[config.mk]
export PLATFORM = sky130hd
export DESIGN_NAME = instruction_cache_flat
export DESIGN_NICKNAME = d
export VERILOG_FILES = /design/src/rtl/instruction_cache_if.sv /design/src/rtl/instruction_cache.sv /design/src/flat_wrapper.sv
export SDC_FILE = /design/constraint.sdc
export NUM_CORES = 1
export LEC_CHECK = 0
export CAP_MARGIN = 25
export CORE_ASPECT_RATIO = 0.9
export CORE_MARGIN = 4
export CORE_UTILIZATION = 30
export DETAILED_ROUTE_END_ITERATION = 8
export GPL_TIMING_DRIVEN = 0
export PLACE_DENSITY_LB_ADDON = 0.2
export SLEW_MARGIN = 20
export SYNTH_ARGS = -nofsm -noshare
export SYNTH_HDL_FRONTEND = slang
export SYNTH_SLANG_ARGS = --single-unit
[constraint.sdc]
create_clock -name clockIn -period 6.91 [get_ports clockIn]
set_clock_uncertainty 0.05 [all_clocks]
set_input_delay 0.691 -clock clockIn [delete_from_list [all_inputs] [get_ports clockIn]]
set_output_delay 0.691 -clock clockIn [all_outputs]
set_load 0.005 [all_outputs]
[src/rtl/instruction_cache_if.sv]
// Fetch-unit and memory-controller signals seen by the instruction cache.
// The cache takes the slave view; the environment driving it takes the master view.
interface instruction_cache_if;
  logic        clearIn;
  logic        fetchFlag;
  logic [31:0] fetchAddr;
  logic        fetchOk;
  logic [31:0] fetchInst;
  logic        memFlag;
  logic [31:0] memAddr;
  logic        memOk;
  logic [31:0] memData;

  modport slave (
    input  clearIn, fetchFlag, fetchAddr, memOk, memData,
    output fetchOk, fetchInst, memFlag, memAddr
  );

  modport master (
    output clearIn, fetchFlag, fetchAddr, memOk, memData,
    input  fetchOk, fetchInst, memFlag, memAddr
  );
endinterface

[src/rtl/instruction_cache.sv]
// Direct-mapped, one-word-per-line instruction cache. Hits return in one cycle;
// misses fetch a single word from the memory controller and fill the line.
module instruction_cache #(
  parameter int INDEX_BITS = 4
) (
  input  logic                clockIn,
  input  logic                resetIn,
  instruction_cache_if.slave  bus
);
  localparam int LINES = 1 << INDEX_BITS;
  localparam int TAG_W = 30 - INDEX_BITS;

  typedef enum logic {IDLE, MISS} state_e;

  state_e                  state_q, state_d;
  logic [29:0]             req_word_q, req_word_d;
  logic                    fetch_ok_q, fetch_ok_d;
  logic [31:0]             fetch_inst_q, fetch_inst_d;
  logic [LINES-1:0]        valid_q;
  logic [TAG_W-1:0]        tag_q  [LINES];
  logic [31:0]             data_q [LINES];
  logic                    fill_en;

  logic [INDEX_BITS-1:0]   lk_idx, req_idx;
  logic [TAG_W-1:0]        lk_tag, req_tag;
  logic                    lk_hit;

  assign lk_idx  = bus.fetchAddr[INDEX_BITS+1:2];
  assign lk_tag  = bus.fetchAddr[31:INDEX_BITS+2];
  assign req_idx = req_word_q[INDEX_BITS-1:0];
  assign req_tag = req_word_q[29:INDEX_BITS];
  assign lk_hit  = valid_q[lk_idx] && (tag_q[lk_idx] == lk_tag);

  always_comb begin
    state_d      = state_q;
    req_word_d   = req_word_q;
    fetch_ok_d   = 1'b0;
    fetch_inst_d = fetch_inst_q;
    fill_en      = 1'b0;
    if (bus.clearIn) begin
      // Flush drops any pending miss; the line is never written.
      state_d = IDLE;
    end else begin
      unique case (state_q)
        IDLE: begin
          if (bus.fetchFlag) begin
            req_word_d = bus.fetchAddr[31:2];
            if (lk_hit) begin
              fetch_ok_d   = 1'b1;
              fetch_inst_d = data_q[lk_idx];
            end else begin
              state_d = MISS;
            end
          end
        end
        MISS: begin
          if (bus.memOk) begin
            fill_en      = 1'b1;
            fetch_ok_d   = 1'b1;
            fetch_inst_d = bus.memData;
            state_d      = IDLE;
          end
        end
        default: state_d = IDLE;
      endcase
    end
  end

  always_ff @(posedge clockIn or negedge resetIn) begin
    if (!resetIn) begin
      state_q      <= IDLE;
      req_word_q   <= '0;
      fetch_ok_q   <= 1'b0;
      fetch_inst_q <= '0;
      valid_q      <= '0;
    end else begin
      state_q      <= state_d;
      req_word_q   <= req_word_d;
      fetch_ok_q   <= fetch_ok_d;
      fetch_inst_q <= fetch_inst_d;
      if (fill_en) valid_q[req_idx] <= 1'b1;
    end
  end

  always_ff @(posedge clockIn) begin
    if (fill_en) begin
      tag_q[req_idx]  <= req_tag;
      data_q[req_idx] <= bus.memData;
    end
  end

  // memFlag falls combinationally with memOk so the controller never sees a
  // request lingering into its next idle cycle.
  assign bus.memFlag   = (state_q == MISS) & ~bus.memOk;
  assign bus.memAddr   = {req_word_q, 2'b00};
  assign bus.fetchOk   = fetch_ok_q;
  assign bus.fetchInst = fetch_inst_q;
endmodule

[src/flat_wrapper.sv]
// flat-port wrapper written by rule: the top's interface ports become plain ports
module instruction_cache_flat 
#(
  parameter int INDEX_BITS = 4
)
  (clockIn, resetIn, bus_clearIn, bus_fetchFlag, bus_fetchAddr, bus_memOk, bus_memData, bus_fetchOk, bus_fetchInst, bus_memFlag, bus_memAddr);
  instruction_cache_if bus_i ();
  input  logic clockIn;
  input  logic resetIn;
  input wire logic [$bits(bus_i.clearIn)-1:0] bus_clearIn;
  input wire logic [$bits(bus_i.fetchFlag)-1:0] bus_fetchFlag;
  input wire logic [$bits(bus_i.fetchAddr)-1:0] bus_fetchAddr;
  input wire logic [$bits(bus_i.memOk)-1:0] bus_memOk;
  input wire logic [$bits(bus_i.memData)-1:0] bus_memData;
  output wire logic [$bits(bus_i.fetchOk)-1:0] bus_fetchOk;
  output wire logic [$bits(bus_i.fetchInst)-1:0] bus_fetchInst;
  output wire logic [$bits(bus_i.memFlag)-1:0] bus_memFlag;
  output wire logic [$bits(bus_i.memAddr)-1:0] bus_memAddr;
  assign bus_i.clearIn = bus_clearIn;
  assign bus_i.fetchFlag = bus_fetchFlag;
  assign bus_i.fetchAddr = bus_fetchAddr;
  assign bus_i.memOk = bus_memOk;
  assign bus_i.memData = bus_memData;
  assign bus_fetchOk = bus_i.fetchOk;
  assign bus_fetchInst = bus_i.fetchInst;
  assign bus_memFlag = bus_i.memFlag;
  assign bus_memAddr = bus_i.memAddr;
  instruction_cache #(.INDEX_BITS(INDEX_BITS)) u_core (.clockIn(clockIn), .resetIn(resetIn), .bus(bus_i));
endmodule
==> metrics.md, run 1 <==
| Metric | Value |
|---|---|
| Outcome | completed |
| Post-CTS Setup Repair Bufs | 0 |
| Placed Area | 0.0462 mm2 |
| CP Cell Sequence | clkdlybuf4s50_1, buf_2, clkbuf_1, mux4_2, mux2i_1, mux2i_1, xnor2_1, o2111ai_1, nor4_4, clkbuf_1, nand3_1, nand3_1 |
| Gates resized, CTS repair | 0 |
| Sequential share of the synthesized area | 73.0% |
| Final RePlAce weighted congestion | 0.862 |
| Buffers on Ports | 125 |
| Synthesized area | 0.0409 mm2 |
| Longest Clk Path Bufs | 3 |
| Top cell type's share of synthesized area | 68.1% |
| Crit end category | flip-flop |
| Fin crit share | 76.5% |
| Root Driver | clkbuf_16 |
| CTS buffer count | 102 |
| Ports | 135 |
| DR pass1 iterations | 5 |
| Post-synthesis xor/xnor area fraction | 0.703% |
| Pin count of the biggest net entering global routing | 64 |
| Initial Utilization | 30.2% |
| Iter 0 DRT Violations | 2111 |
| Die Ht | 358 um |
| Post-synth cell types | 74 |
| Vias in the first global route | 22.7k |
| Layout cells sized above 1 | 26.1% |
| Gate Count Post-Synth | 2067 |
| Setup TNS | 0 ps |
| Startpoint Class | primary input |
| R2r setup slk | 2960 ps |
| Maximum capacitance violations | 0 |
| Htree depth | 3 |
| Dpl hpwl | 86900 um |
| Pre-CTS setup slack | 995 ps |
| # clock sinks | 1008 |
| EDFF count, synth | 928 |
| Pwr Density | 271 mW/mm2 |
| Comb pwr share | 6.9% |
| Register bit count reported by yosys | 1008 |
| DRC | 0 |
| Mux share of post-synthesis cell area | 15.7% |
| Largest area contributor in the netlist | edfxtp_1 |
| Die width | 397 um |
| Vias | 22.1k |
| Final hold vios | 0 |
| Initial antenna violation count | 9 |
| Syn-to-layout area delta | 21.2% |
| Routed len/inst | 29.8 um |
| Post-synth top cells | 928 x edfxtp_1, 225 x mux4_2, 108 x nand2_1 |
| Largest family of logic cells by synthesized area | multiplexers |
| Antenna viol nets, final | 0 |
| CP required | 7480 ps |
| # nets final | 2468 |
| Post-Synth Simple-Gate Area | 5.68% |
| FMAX | 189 MHz |
| Clock Latency Late Sink | 690 ps |
| Relative slew slack | 28.4% |
| Syn Area/Cell | 19.8 um2 |
| Die Area | 0.142 mm2 |
| Max Slew Vio Count | 0 |
| Crit path max fanout | 10 |
| Top_reg_cell synth | edfxtp_1 |
| CTS Hold Bufs | 1 |
| Static leakage | 16.3 nW |
| Sequential Power Share | 52.0% |
| Critical path type | in2reg |
| Unrepaired setup endpoints after global routing | false |
| Top-count cell post-synth | edfxtp_1 |
| Gr ovfl total | 0 |
| Peak VDD IR | 0.000188 V |
| Synth top area cells | edfxtp_1 68%, mux4_2 12%, dfrtp_1 4.9%, mux2i_1 1.7%, mux4_1 1.2% |
| Reg2reg start | u_core.tag_q[0][6] |
| Reg clk slew, reported paths | 60 ps |
| Switch Pwr | 0.00301 W |
| Num rows | 128 |
| Global-route wire length before repair | 178000 um |
| GRT Total Usage | 17.8% |
| CTS tree | done |
| Synth Area in Compound Gates | 2.99% |
| Critical-path top delay cell | nor4_4 |
| Sw frac | 22.4% |
| Hold Path Class | in2reg |
| Core area | 0.135 mm2 |
| Worst setup startpoint | bus_fetchAddr[5] |
| Worst endpoint data arrival time | 5850 ps |
| CP Capture Point | u_core.bus.fetchInst[5] |
| Worst Reg-to-Reg Cells | 9 |
| Delay of the slowest critical-path stage | 890 ps |
| Hold_ws | 288 ps |
| Async SR Flop Fraction | 7.94% |
| P_int | 0.0104 W |
| Final setup viols | 0 |
| Finished Cell Area | 0.0496 mm2 |
| FF-to-FF End | u_core.bus.fetchInst[5] |
| Post-synthesis adder-cell area fraction | 0% |
| Crit path time final | 5280 ps |
| Clock share of power | 41.1% |
| Syn. warnings | 0 |
| WL final | 128000 um |
| Slew @ Worst Pin | 1070 ps |
| Vias/cell | 5.13 |
| Final setup margin | 1630 ps |
==> per-stage QoR <==
stage / instances / total power (W) / util [%]
6_report: 4311 / 0.0134 / 36.6
5_1_grt: 4306 / 0.0139 / 36.6
4_1_cts: 4305 / 0.0136 / 36.6
3_5_place_dp: 4113 / 0.00806 / 34.2
3_3_place_gp: 4013 / 0.00801 / 32.8
2_1_floorplan: 2068 / 0.00754 / -
==> state kept, by name (all words and copies together) (netlist names) <==
register              cells
u_core.data_q           512
u_core.tag_q            416
u_core.bus.fetchInst     32
u_core.req_word_q        30
u_core.valid_q           16
u_core.bus.fetchOk        1
u_core.state_q            1
==> layout by cell type (no fill, tap or decap), types with 17 or more instances in the layout <==
cell	netlist	final
clkbuf_16	0	105
dfrtp_1	80	80
o21ai_0	20	20
or2_2	17	17
buf_6	5	20
clkdlybuf4s50_1	0	124
o211ai_2	30	30
nor4bb_1	32	32
a21oi_1	38	38
nor2_1	34	22
buf_16	0	28
clkbuf_1	46	66
buf_12	4	28
edfxtp_1	928	928
and4b_1	35	35
nand3_1	74	74
mux2_2	18	18
clkinv_2	0	20
nand2_1	108	108
clkinv_1	1	18
buf_4	17	52
mux4_1	18	18
mux4_2	225	225
mux2i_1	69	69
xnor2_1	18	18
buf_2	44	48
==> worst min path at each step <==
stage | from | end | slack (ps) | depth (start not counted)
after floorplan | resetIn | u_core.bus.fetchInst[0] | 350 | 0
after global placement | u_core.valid_q[9] | u_core.valid_q[9] | 390 | 1
final | bus_fetchAddr[18] | u_core.req_word_q[16] | 290 | 3
after global routing | bus_fetchAddr[18] | u_core.req_word_q[16] | 290 | 3
after CTS | bus_fetchAddr[18] | u_core.req_word_q[16] | 240 | 3
after detailed placement | u_core.valid_q[0] | u_core.valid_q[0] | 400 | 1
==> kinds of logic after synthesis <==
family                    Yosys count
muxes                             330
AOI/OAI and AO/OA                 159
buffers and inverters             143
xor gates and xnor gates           32
other                               1
and+or+nand+nor                   394
DFF                              1008
==> final cells by class <==
type | count | area, um2
fill | 12400 | 85700
sequential | 1008 | 29900
multi-input combinational | 917 | 10400
timing repair buffer | 227 | 2930
clock buffer | 141 | 2870
tap | 1820 | 2280
buffer | 135 | 751
clock inverter | 50 | 457
inverter | 8 | 30.0
antenna | 5 | 12.5
==> layer usage <==
layer	GRT usage (%)	up-vias	wire length (um)
met5	0	-	0
met1	24.5	11800	54900
met4	3.93	0	2890
met3	3.69	165	9290
li1	-	9255	-
met2	29.4	883	61200
==> critical path, delay by kind of cell <==
family                 cells  cell delay (ps)
AO/OA/AOI/OAI              1              380
AND/OR/NAND/NOR            3             1130
multiplexers               3              660
buffers and inverters      4             2410
XOR/XNOR                   1              550
==> power by group through the flow <==
| stage | Clock [W] | Sequential [W] | Combinational (W) |
|---|---|---|---|
| finish | 0.00552 | 0.00699 | 0.000930 |
| global route | 0.00590 | 0.00701 | 0.000990 |
| CTS | 0.00565 | 0.00699 | 0.000943 |
| detailed placement | 0 | 0.00712 | 0.000939 |
| global placement | 0 | 0.00711 | 0.000901 |
| floorplan | 0 | 0.00706 | 0.000481 |
(Power assumes the default switching activity.)
==> run 2, diff against run 1 <==
Clock period 6.91 ns to 5.45 ns, I/O delays scaled along.
==> metrics.md, run 2 (synthesis gave the netlist of run 1 again) <==
| Metric | Value |
|---|---|
| Pwr Density | 337 mW/mm2 |
| CP required | 5950 ps |
| Final RePlAce weighted congestion | 0.876 |
| Root Driver | clkbuf_16 |
| Buffers on Ports | 125 |
| CP Cell Sequence | clkdlybuf4s50_1, buf_2, clkbuf_1, buf_2, nand3_1, nand3_1, or3b_2, a2111oi_1, nand4b_1, buf_2, o211ai_2, nand3_1 |
| Crit path max fanout | 10 |
| Crit end category | flip-flop |
| # clock sinks | 1008 |
| Die width | 397 um |
| Gates resized, CTS repair | 0 |
| Max Slew Vio Count | 0 |
| Top reg by flops | u_core.data_q |
| Static leakage | 16.2 nW |
| Iter 0 DRT Violations | 2285 |
| Syn-to-layout area delta | 21.0% |
| Outcome | completed |
| Peak VDD IR | 0.000251 V |
| Initial antenna violation count | 3 |
| Longest Clk Path Bufs | 3 |
| Initial Utilization | 30.2% |
| Worst endpoint data arrival time | 5620 ps |
| Htree depth | 3 |
| Uppermost layer routed | met5 |
| Dpl hpwl | 86300 um |
| Max FFs per register | 512 |
| Commonest non-fill, non-tap cell in the layout | edfxtp_1 |
| Worst setup startpoint | bus_fetchAddr[5] |
| Die Area | 0.142 mm2 |
| Delay of the slowest critical-path stage | 830 ps |
| CTS buffer count | 99 |
| Slew @ Worst Pin | 1060 ps |
| Ports | 135 |
| Pre-CTS setup slack | -292 ps |
| # nets final | 2448 |
| WL final | 128000 um |
| Reg2reg start | u_core.tag_q[15][9] |
| Crit path depth | 12 |
| Final setup margin | 337 ps |
| Unrepaired setup endpoints after global routing | false |
| Gr ovfl total | 0 |
| Antenna viol nets, final | 0 |
| Hold Path Class | in2reg |
| Met2 WL | 60700 um |
| Final Util | 36.6% |
| Worst Reg-to-Reg Cells | 9 |
| Layout cells sized above 1 | 25.2% |
| FMAX | 196 MHz |
| Startpoint Class | primary input |
| Vias in the first global route | 22.6k |
| FF-to-FF End | u_core.bus.fetchInst[13] |
| Fin crit share | 93.8% |
| Die Ht | 358 um |
| DR pass1 iterations | 5 |
| CP Capture Point | u_core.bus.fetchInst[13] |
| Global-route wire length before repair | 178000 um |
| Met3 wire length | 8740 um |
| Critical-path top delay cell | clkbuf_1 |
| Maximum capacitance violations | 0 |
| Clock Latency Late Sink | 680 ps |
| Placed instance count | 4096 |
| Crit path buf inv count | 5 |
| GRT Total Usage | 17.8% |
| Critical path type | in2reg |
| Vias | 22.2k |
| Vias/cell | 5.17 |
| DRC | 0 |
| Post-CTS Setup Repair Bufs | 0 |
| Final hold vios | 0 |
| Reg clk slew, reported paths | 60 ps |
| Hold_ws | 138 ps |
| Metal1 wirelength | 55700 um |
| Final setup viols | 0 |
| CTS tree | done |
| Num rows | 128 |
| R2r setup slk | 1540 ps |
| Cell family with most CP delay | buffers and inverters |
| Final Instance Count excl. Fillers | 4284 |
| Pin count of the biggest net entering global routing | 64 |
| Routed len/inst | 29.8 um |
| Core area | 0.135 mm2 |
| Crit path time final | 5110 ps |
| Most frequent cells in the layout | 928 x edfxtp_1, 225 x mux4_2, 124 x clkdlybuf4s50_1 |
| Relative slew slack | 29.0% |
run 2: cell count changes in the layout (fill, tap and decap cells not counted), sizes merged:
cell      delta
bufinv       -4
clkinvlp     +2
diode        -1
inv          -3
buf         -17
clkbuf       -4
run 2: through the flow:
step | setup TNS (ps) | cell area [um2] | power, W
finish | 0 | 49500 | 0.0167
global route | 0 | 49500 | 0.0173
CTS | 0 | 49500 | 0.0168
detailed placement | -6820 | 46400 | 0.0102
global placement | -3484470 | 44500 | 0.0102
floorplan | 0 | 40900 | 0.00956
run 2: per-layer routing:
layer  GRT usage (%)  up-vias
met4            3.79        2
met1            24.8    11900
met2            28.9      846
met3            3.67      173
li1                -     9216
met5               0        -
run 2: worst min-delay path: stages:
cell and delay [ps]:
buf_2 170, nand2_1 80, nand2_1 40
run 2: worst min path at each step:
stage / end / cells past startpoint / from
global placement: u_core.valid_q[9] / 1 / u_core.valid_q[9]
global route: u_core.req_word_q[16] / 3 / bus_fetchAddr[18]
CTS: u_core.req_word_q[16] / 3 / bus_fetchAddr[18]
finish: u_core.req_word_q[16] / 3 / bus_fetchAddr[18]
detailed placement: u_core.req_word_q[7] / 1 / resetIn
floorplan: u_core.bus.fetchInst[0] / 0 / resetIn
run 2: cell type report:
type / count / area, um2
antenna: 4 / 10.0
timing repair buffer: 210 / 3040
sequential: 1008 / 29900
buffer: 135 / 747
clock inverter: 45 / 333
tap: 1820 / 2280
fill: 12400 / 85800
clock buffer: 137 / 2760
multi-input combinational: 917 / 10400
inverter: 8 / 30.0
run 2: power by group:
group	switching (W)	leakage [nW]	internal, W
Sequential	0.000199	9.27	0.00867
Combinational	0.000679	5.37	0.000507
Clock	0.00288	1.51	0.00372
Total	0.00376	16.2	0.0129
run 2: repair_timing:
| action | CTS | global route |
|---|---|---|
| setup endpoints to repair | 0 | 0 |
| hold buffers | 1 | 0 |
| hold endpoints to repair | 24 | 0 |
==> run 3, diff against run 2 <==
Settings changed: CORE_UTILIZATION 30 to 40, CTS_CLUSTER_DIAMETER set to 60, SLEW_MARGIN 20 to not set.
==> metrics.md, run 3 (synthesis gave the netlist of run 1 again) <==
| Metric | Value |
|---|---|
| Startpoint Class | primary input |
| Final Instance Count excl. Fillers | 3811 |
| Reg2reg start | u_core.tag_q[14][9] |
| Longest Clk Path Bufs | 3 |
| Die Area | 0.107 mm2 |
| CTS buffer count | 100 |
| Final hold vios | 0 |
| Root Driver | clkbuf_16 |
| Critical path type | in2reg |
| Critical-path top delay cell | clkbuf_1 |
| Initial antenna violation count | 1 |
| Crit path time final | 4990 ps |
| Hold Path Class | in2reg |
| DRC | 0 |
| Reg clk slew, reported paths | 60 ps |
| Pre-CTS setup slack | -146 ps |
| Max FFs per register | 512 |
| Global-route wire length before repair | 170000 um |
| Ports | 135 |
| Pwr Density | 345 mW/mm2 |
| Final RePlAce weighted congestion | 0.898 |
| Num rows | 111 |
| Dpl hpwl | 80200 um |
| Slew @ Worst Pin | 1110 ps |
| Placed Area | 0.0456 mm2 |
| Initial Utilization | 40.2% |
| CP Cell Sequence | clkdlybuf4s50_1, buf_2, clkbuf_1, buf_2, nand3_1, nand3_1, or3b_2, a2111oi_1, nand4b_1, buf_2, o211ai_2, nand3_1 |
| Pin count of the biggest net entering global routing | 58 |
| Gr ovfl total | 0 |
| Clock Latency Late Sink | 660 ps |
| Crit path max fanout | 10 |
| Commonest non-fill, non-tap cell in the layout | edfxtp_1 |
| Layout cells sized above 1 | 25.0% |
| Vias/cell | 5.88 |
| Routed len/inst | 31.3 um |
| Finished Cell Area | 0.0488 mm2 |
| Post-CTS Setup Repair Bufs | 0 |
| Htree depth | 3 |
| Placed instance count | 3621 |
| Worst endpoint data arrival time | 5480 ps |
| Routing usage on met1 | 31.2% |
| Maximum capacitance violations | 0 |
| Worst Reg-to-Reg Cells | 9 |
| Antenna viol nets, final | 0 |
| CP required | 5930 ps |
| # nets final | 2438 |
| R2r setup slk | 1480 ps |
| Gates resized, CTS repair | 0 |
| Final setup viols | 0 |
| Most frequent cells in the layout | 928 x edfxtp_1, 225 x mux4_2, 124 x clkdlybuf4s50_1 |
| Peak VDD IR | 0.000299 V |
| CTS tree | done |
| Top reg by flops | u_core.data_q |
| Outcome | completed |
| # clock sinks | 1008 |
| Hold path cells | 3 |
| Fin crit share | 91.6% |
| WL final | 119000 um |
| DR pass1 iterations | 5 |
| Crit end category | flip-flop |
| Vias in the first global route | 22.5k |
| Die width | 345 um |
| Relative slew slack | 25.9% |
| Unrepaired setup endpoints after global routing | false |
| HP Start | bus_fetchAddr[18] |
| Vias | 22.4k |
| FF-to-FF End | u_core.bus.fetchInst[16] |
| Delay of the slowest critical-path stage | 810 ps |
| Busiest layer in global routing | met2 |
| Hold Path Sink | u_core.req_word_q[16] |
| Core area | 0.102 mm2 |
| Buffers on Ports | 125 |
| Met3 Resource Use GR | 3.46% |
| Iter 0 DRT Violations | 2414 |
| GRT Total Usage | 22.0% |
| FMAX | 200 MHz |
| Static leakage | 16.1 nW |
| Max Slew Vio Count | 0 |
| Final setup margin | 458 ps |
| Worst setup startpoint | bus_fetchAddr[5] |
| Die Ht | 311 um |
| Grt met2 use | 35.6% |
| Syn-to-layout area delta | 19.4% |
-- run 3: cell types whose count changed in the layout (fill, tap and decap cells not counted), moves of 4 or more --
cell	delta
buf_16	-6
bufinv_16	+4
buf_8	-8
buf_6	-6
buf_12	+7
-- run 3: worst max-delay path by stage --
stage                                     endpoint  slack, ps  depth (start not counted)
final                     u_core.bus.fetchInst[16]        460                         12
after floorplan                u_core.data_q[8][0]       1230                          3
after global placement           u_core.valid_q[4]      -3840                          5
after detailed placement  u_core.bus.fetchInst[21]       -150                         13
after CTS                 u_core.bus.fetchInst[21]        550                         13
after global routing      u_core.bus.fetchInst[21]        420                         13
-- run 3: repair_timing --
action / CTS / global route
setup endpoints to repair: 0 / 0
endpoints found under the hold margin: 23 / 0
hold buffers: 1 / 0
-- run 3: per-layer routing --
metal	up-vias	wire, um	part of all wire, %
met5	-	12	0.010
met4	2	3110	2.6
met3	185	7970	6.7
met2	988	57500	48
met1	12000	50800	43
li1	9181	-	-
-- run 3: stage by stage --
stage	setup TNS [ps]	total power [W]	util, %	hold WS (ps)
3_3_place_gp	-3066770	0.0101	43.2	395
4_1_cts	0	0.0170	48.0	138
5_1_grt	0	0.0174	48.0	170
6_report	0	0.0168	48.0	185
3_5_place_dp	-2170	0.0102	44.8	401
2_1_floorplan	0	0.00956	-	199
-- run 3: layout make-up --
cell class                 count  area [um2]
sequential                  1008       29900
clock buffer                 132        2760
inverter                       8        30.0
antenna                        3        7.51
buffer                       135         739
multi-input combinational    917       10400
timing repair buffer         199        2840
tap                         1356        1700
clock inverter                53         480
fill                        8477       52800
-- run 3: worst max-delay path, delay by kind of cell --
| kind | cells | cell delay [ps] |
|---|---|---|
| buf+inv | 5 | 2750 |
| compound gates | 2 | 600 |
| simple gates | 5 | 1570 |
-- run 3: power breakdown --
part	total (W)	internal, W	switching [W]	leakage (nW)
logic	0.00117	0.000508	0.000662	5.25
registers	0.00886	0.00867	0.000197	9.27
clock network	0.00680	0.00393	0.00287	1.58
total	0.0168	0.0131	0.00373	16.1
